`src/rtl/wb_arbiter_rr.sv`:
```
// wb_arbiter_rr
// Round-robin arbiter that lets NUM_MASTERS Wishbone masters share one slave.
// Ownership is held until the owner drops cyc, so bursts are never split.
//
// Ports
//   wb_clk_i, wb_rst_i          clock, synchronous active-high reset
//   wbm_*_i                     packed master requests, master i in slice i
//   wbm_dat_o                   slave read data, broadcast to every master
//   wbm_ack_o/err_o/rty_o       per-master terminations, gated by grant
//   wbs_*_o                     request of the current owner to the slave
//   wbs_dat_i/ack_i/err_i/rty_i slave response
//   grant_o                     registered one-hot grant, zero when idle
module wb_arbiter_rr #(
  parameter int NUM_MASTERS = 2,
  parameter int aw          = 32,
  parameter int dw          = 32
) (
  input  logic                         wb_clk_i,
  input  logic                         wb_rst_i,
  input  logic [NUM_MASTERS*aw-1:0]    wbm_adr_i,
  input  logic [NUM_MASTERS*dw-1:0]    wbm_dat_i,
  input  logic [NUM_MASTERS*dw/8-1:0]  wbm_sel_i,
  input  logic [NUM_MASTERS-1:0]       wbm_we_i,
  input  logic [NUM_MASTERS-1:0]       wbm_cyc_i,
  input  logic [NUM_MASTERS-1:0]       wbm_stb_i,
  input  logic [NUM_MASTERS*3-1:0]     wbm_cti_i,
  input  logic [NUM_MASTERS*2-1:0]     wbm_bte_i,
  output logic [dw-1:0]                wbm_dat_o,
  output logic [NUM_MASTERS-1:0]       wbm_ack_o,
  output logic [NUM_MASTERS-1:0]       wbm_err_o,
  output logic [NUM_MASTERS-1:0]       wbm_rty_o,
  output logic [aw-1:0]                wbs_adr_o,
  output logic [dw-1:0]                wbs_dat_o,
  output logic [dw/8-1:0]              wbs_sel_o,
  output logic                         wbs_we_o,
  output logic                         wbs_cyc_o,
  output logic                         wbs_stb_o,
  output logic [2:0]                   wbs_cti_o,
  output logic [1:0]                   wbs_bte_o,
  input  logic [dw-1:0]                wbs_dat_i,
  input  logic                         wbs_ack_i,
  input  logic                         wbs_err_i,
  input  logic                         wbs_rty_i,
  output logic [NUM_MASTERS-1:0]       grant_o
);

  localparam int SW = dw / 8;
  localparam int LW = $clog2(NUM_MASTERS);
  localparam logic [LW-1:0] LAST_RST = LW'(NUM_MASTERS - 1);
  localparam logic [NUM_MASTERS-1:0] ONE_HOT0 = {{(NUM_MASTERS-1){1'b0}}, 1'b1};

  typedef enum logic [0:0] {
    ST_IDLE  = 1'b0,
    ST_OWNED = 1'b1
  } state_t;

  state_t                 r_state;
  state_t                 w_state_nxt;
  logic [NUM_MASTERS-1:0] r_grant;
  logic [NUM_MASTERS-1:0] w_grant_nxt;
  // Doubles as the owner index while OWNED, since it is written on every grant.
  logic [LW-1:0]          r_last_owner;
  logic [LW-1:0]          w_last_nxt;
  logic [LW-1:0]          w_pick;
  logic                   w_found;
  logic                   w_rearb;
  int                     w_owner_idx;

  assign w_owner_idx = int'(r_last_owner);

  // State register: grant, state and round-robin pointer
  always_ff @(posedge wb_clk_i) begin
    if (wb_rst_i) begin
      r_state      <= ST_IDLE;
      r_grant      <= {NUM_MASTERS{1'b0}};
      r_last_owner <= LAST_RST;
    end else begin
      r_state      <= w_state_nxt;
      r_grant      <= w_grant_nxt;
      r_last_owner <= w_last_nxt;
    end
  end

  // Next-state logic: round-robin search from last_owner+1, only when the bus is free
  always_comb begin
    int idx;
    idx     = 32'sd0;
    w_found = 1'b0;
    w_pick  = r_last_owner;
    for (int k = 1; k <= NUM_MASTERS; k++) begin
      idx     = w_owner_idx + k;
      idx     = (idx >= NUM_MASTERS) ? (idx - NUM_MASTERS) : idx;
      // First requester after the previous owner wins; the previous owner is checked last.
      w_pick  = (!w_found && wbm_cyc_i[idx]) ? LW'(idx) : w_pick;
      w_found = w_found | wbm_cyc_i[idx];
    end

    w_rearb = (r_state == ST_IDLE) || !wbm_cyc_i[w_owner_idx];

    if (w_rearb && w_found) begin
      w_state_nxt = ST_OWNED;
      w_grant_nxt = ONE_HOT0 << w_pick;
      w_last_nxt  = w_pick;
    end else if (w_rearb) begin
      w_state_nxt = ST_IDLE;
      w_grant_nxt = {NUM_MASTERS{1'b0}};
      w_last_nxt  = r_last_owner;
    end else begin
      w_state_nxt = r_state;
      w_grant_nxt = r_grant;
      w_last_nxt  = r_last_owner;
    end
  end

  // Output decode: owner slice to the slave, responses back to the granted master only
  always_comb begin
    wbs_adr_o = wbm_adr_i[w_owner_idx*aw +: aw];
    wbs_dat_o = wbm_dat_i[w_owner_idx*dw +: dw];
    wbs_sel_o = wbm_sel_i[w_owner_idx*SW +: SW];
    wbs_we_o  = wbm_we_i[w_owner_idx];
    wbs_cti_o = wbm_cti_i[w_owner_idx*3 +: 3];
    wbs_bte_o = wbm_bte_i[w_owner_idx*2 +: 2];
    // Reset forces the handshake low in the same cycle, before grant clears.
    wbs_cyc_o = wbm_cyc_i[w_owner_idx] & (r_state == ST_OWNED) & ~wb_rst_i;
    wbs_stb_o = wbm_stb_i[w_owner_idx] & (r_state == ST_OWNED) & ~wb_rst_i;
    wbm_dat_o = wbs_dat_i;
    // Grant is zero when idle, so stray slave responses go nowhere.
    wbm_ack_o = r_grant & {NUM_MASTERS{wbs_ack_i & ~wb_rst_i}};
    wbm_err_o = r_grant & {NUM_MASTERS{wbs_err_i & ~wb_rst_i}};
    wbm_rty_o = r_grant & {NUM_MASTERS{wbs_rty_i & ~wb_rst_i}};
    grant_o   = r_grant;
  end

endmodule

```
`config.mk`:
```
export PLATFORM = sky130hd
export DESIGN_NAME = wb_arbiter_rr
export DESIGN_NICKNAME = d
export VERILOG_FILES = /design/src/rtl/wb_arbiter_rr.sv
export SDC_FILE = /design/constraint.sdc
export NUM_CORES = 1
export LEC_CHECK = 0
export ABC_AREA = 0
export CAP_MARGIN = 10
export CORE_AREA = 3 3 116 118
export DETAILED_ROUTE_END_ITERATION = 10
export DIE_AREA = 0 0 119 121
export DONT_BUFFER_PORTS = 1
export GPL_ROUTABILITY_DRIVEN = 0
export PLACE_DENSITY = 0.3
export SETUP_SLACK_MARGIN = 0.5
export SLEW_MARGIN = 20
export SYNTH_ARGS = -nofsm -noshare
export SYNTH_HDL_FRONTEND = slang
export SYNTH_SLANG_ARGS = --single-unit
```
`constraint.sdc`:
```
create_clock -name wb_clk_i -period 1.3 [get_ports wb_clk_i]
set_clock_uncertainty 0.2 [all_clocks]
set_input_delay 0.26 -clock wb_clk_i [delete_from_list [all_inputs] [get_ports wb_clk_i]]
set_output_delay 0.26 -clock wb_clk_i [all_outputs]
set_load 0.01 [all_outputs]
```
## After elaboration in Yosys (flattened, before gate mapping)

Index checks and enable logic that the tools add are counted.

- Input bits: 189
- Register bits after elaboration: 4

- Shift operators: 6
- Multiplexer cells: 20
- $add $sub $neg: 4
- Multiply operators: 1
- Bitwise operators: 13
- Magnitude comparators: 5
- Reductions and logical operators: 6

Operator list:

| kind | number |
|---|---|
| 64-bit by 7-bit indexed part select with 32-bit output | 2 |
| 32-bit by 3-bit < comparator with 1-bit output, second input constant | 2 |
| 32-bit 2-to-1 mux | 2 |
| 1-bit 2-to-1 mux | 16 |
| 8-bit by 4-bit indexed part select with 4-bit output | 1 |
| 1-bit AND | 7 |
| 2-bit AND | 3 |
| 6-bit by 4-bit indexed part select with 3-bit output | 1 |
| 2-bit 2-to-1 mux | 2 |
| 4-bit by 3-bit indexed part select with 2-bit output | 1 |
| 3-bit by 2-bit subtractor with 4-bit output, second input constant | 1 |
| 1-bit by 2-bit adder with 3-bit output, second input constant | 1 |
| 3-bit by 2-bit >= comparator with 1-bit output, second input constant | 1 |
| 1-bit by 2-bit multiplier with 3-bit output, second input constant | 1 |
| 2-bit by 2-bit subtractor with 3-bit output, second input constant | 1 |
| 1-bit by 1-bit adder with 2-bit output, second input constant | 1 |
| 2-bit >= comparator, second input constant | 1 |
| 1-bit logical AND | 2 |
| 1-bit zero test | 2 |
| 1-bit by 2-bit < comparator with 1-bit output, second input constant | 1 |
| 1-bit inverter | 2 |
| 2-bit nonzero test | 1 |
| 1-bit by 1-bit left shift with 2-bit output, first input constant | 1 |
| 1-bit logical OR | 1 |
| 1-bit bitwise OR | 1 |

## Depth between registers and ports, before layout

- Depth in word-level cells: 11
- Mapped depth: 5

## Least setup slack after synthesis

OpenSTA, ideal clock, no wires.

- Path type: reg2out
- Start point: register r_last_owner
- End point: output port wbs_adr_o[0]
- Data arrival time: 945 ps
- Stages on the path, launching flop included: 4
- Path buffers: 2
- Path slack: -105 ps
- Cell sequence: dfxtp_1 > buf_6 > buf_6 > mux2_2

- Word-level cells in the longest chain between the ends: 1

RTL lines:

| element | RTL line | source |
|---|---|---|
| start, declared | 62 | `logic [LW-1:0] r_last_owner;` |
| start signal, assigned | 80 | `r_last_owner <= w_last_nxt;` |
| 64-bit by 7-bit indexed part select with 32-bit output | 117 | `wbs_adr_o = wbm_adr_i[w_owner_idx*aw +: aw];` |
| end, declared | 32 | `output logic [aw-1:0] wbs_adr_o,` |

No other way between the ends.

## Worst setup path in the final report

- Start point: register r_last_owner
- End point: output port wbs_adr_o[23]

The elaborated chain is that of the path after synthesis.

==> metrics.md <==
| Metric | Value |
|---|---|
| Top-area cell type share of the netlist area | 57.71% |
| DIE WIDTH | 119 um |
| Met1 usage | 5.603% |
| Tcrit/Tclk final | 132.1% |
| Post-Place Worst Slack | -192.2 ps |
| Hold crit path type | input port to flop |
| Detailed Place HPWL | 4.355 mm |
| Fmax | 0.5823 GHz |
| Global route overflow | 0 |
| Register Area | 88.84 um^2 |
| Final setup fails | 85 |
| Total Power | 1.410 mW |
| Synth Area per Inst | 9.499 um^2 |
| GR Util All Layers | 6.209% |
| Slew headroom | 86.25% |
| Area Overhead vs Synth | 33.80% |
| Area contributors post-synth | mux2_2 (58%), buf_4 (17%), buf_6 (7.0%) |
| Wire length of the first global-routing pass | 7.031 mm |
| Vias after detailed routing | 1136 |
| CTS Buf Count | 3 |
| Yosys cell types | 19 |
| Max VDD drop | 0.5118 mV |
| Crit start category | flop |
| Critical setup path kind | flop to output port |
| Fin crit period | 1717 ps |
| Arr. time, crit path | 1260 ps |
| Core Area | 12570 um^2 |
| Reg2reg setup slack | -160 ps |
| Via density | 3.641 |
| Final worst slack | -417.3 ps |
| Unrepaired setup endpoints after global routing | true |
| Final net count | 328 |
| # H-tree levels | 1 |
| Sequential fraction of the synthesis area | 5.546% |
| Hold Slack | -99.36 ps |
| Multi-input logic area | 1226 um^2 |
| Detailed Route Iter0 Violations | 11 |
| Clk pin slew, worst setup/hold paths | 30 ps |
| Routed len/inst | 17.67 um |
| Hold Violations, Final | 4 |
| Clock Tree Buf Depth | 2 |
| Pre-antenna DRT Iters | 4 |
| Clk sinks | 4 |
| Failing checks | hold timing, setup timing |
| Number of max-cap violations | 0 |
| Row Count | 41 |
| Io pins | 305 |
| Share of layout cells above drive strength 1 | 86.23% |
| CTS tree | done |
| WL final | 5.512 mm |
| Met3 Usage GRT | 2.797% |
| Max Slew Vio Count | 0 |
| Setup TNS | -29510 ps |
| Critical path peak fanout | 38 |
| Static Leak | 0.8285 nW |
| Status | complete, but fails checks |
| Worst path required time | 840 ps |
| Largest net degree at the start of global routing | 39 |
| Vias in the first global route | 1196 |
| Yosys Warn Count | 0 |
| Worst-Margin Slew | 206.2 ps |
| Synthesized area | 1444 um^2 |
| PD cells | 729.6 nW/um^2 |
| Met2 GRT Util | 12.08% |
| DRC | 0 |
| CTS root buf | clkbuf_16 |
| Post-Syn Instances | 152 |
| Worst skew pair latency | 220 ps |
| Die area | 14400 um^2 |
| Syn_nets | 341 |
| IO Port Bufs | 0 |
| # fillers | 1395 |
| Largest area contributor in the netlist | mux2_2 |
| CP Capture Type | output port |
| Antenna violations before repair | 2 |
| Synthesis-stage register bit count | 4 |
| Most Crowded Layer GR | met2 |
| Starting Density | 11.49% |
| Post-DRT Antenna Nets | 0 |
| Die Ht | 121 um |
-- final timing paths --
kind                start            end  depth (start not counted)
max          r_last_owner  wbs_adr_o[23]                          2
min              wb_rst_i     grant_o[0]                          1
max reg2reg  r_last_owner     grant_o[0]                          6
min reg2reg    grant_o[0]     grant_o[0]                          2
-- placed cells by master, fill, tap and decap left out --
master	count
a21oi_1	2
dfxtp_4	2
nor2_1	5
buf_4	13
nor3_1	1
diode_2	2
nand2b_1	2
mux2_2	34
a41oi_1	1
o211ai_1	1
nor2b_2	1
a21boi_1	1
a221oi_4	1
o21ai_1	1
dfxtp_1	1
and2_4	6
mux2_4	40
nand2_1	2
mux2i_2	1
a21oi_2	2
clkbuf_1	1
nor2b_4	2
buf_12	6
dfxtp_2	1
clkbuf_16	3
buf_16	2
nor2_2	1
o21bai_1	1
buf_6	4
-- cells in the mapped netlist --
library cell	n
buf_2	2
buf_6	9
and2_1	6
dfxtp_1	4
nand2b_1	2
mux2_2	74
o211ai_1	1
nor2_1	6
o21bai_1	1
a21boi_0	1
nand2_1	2
buf_4	32
a221oi_1	1
nor3_1	1
nor2b_1	3
mux2i_1	1
o21ai_0	1
a41oi_1	1
a21oi_1	4
-- layer usage --
metal  vias to the layer above  share of wire [%]
li1                        481                  -
met1                       498                 29
met2                       143                 56
met3                        14                 12
met4                         0                2.6
met5                         -                  0
-- where the power goes --
part,leakage (nW),internal [mW],switching (mW),total [mW]
sequential,0.0344,0.132,0.0131,0.145
combinational,0.756,0.435,0.332,0.767
clock,0.0382,0.406,0.0921,0.498
-- stage by stage --
stage	instances	util, %	instance area [um^2]
3_3_place_gp	288	11.55	1451
6_report	312	15.37	1932
5_1_grt	312	15.37	1932
4_1_cts	298	14.18	1782
2_1_floorplan	152	-	1640
3_5_place_dp	288	11.55	1451
-- area by class of cell --
class / instances / area share, %
diodes: 2 / 0.2591
clock buffers: 4 / 4.080
multi-input cells: 105 / 63.47
flip-flops and latches: 4 / 4.598
well taps: 172 / 11.14
repair buffers: 25 / 16.45
-- logic make-up after synthesis --
family,count (synthesis),synth area share (%)
AND/OR/NAND/NOR,20,7.192
flip-flops,4,5.546
buffers and inverters,43,24.35
multiplexers,75,58.41
AO/OA/AOI/OAI,10,4.507
-- timing repair --
action,CTS,global route
buffers inserted,4,12
gates resized for setup,43,6
endpoints found under the hold margin,4,4
pin swaps,5,3
endpoints found under the setup margin,87,87
cloned,2,0
-- state kept, by name, summed over array words and instances (netlist names) --
signal        count
grant_o           2
r_last_owner      1
r_state           1
-- worst max-delay path, stage by stage (launching register included) --
cell	delay (ps)
dfxtp_4	390
buf_12	220
mux2_2	400
Note: power is estimated with default switching activity, not from simulation.
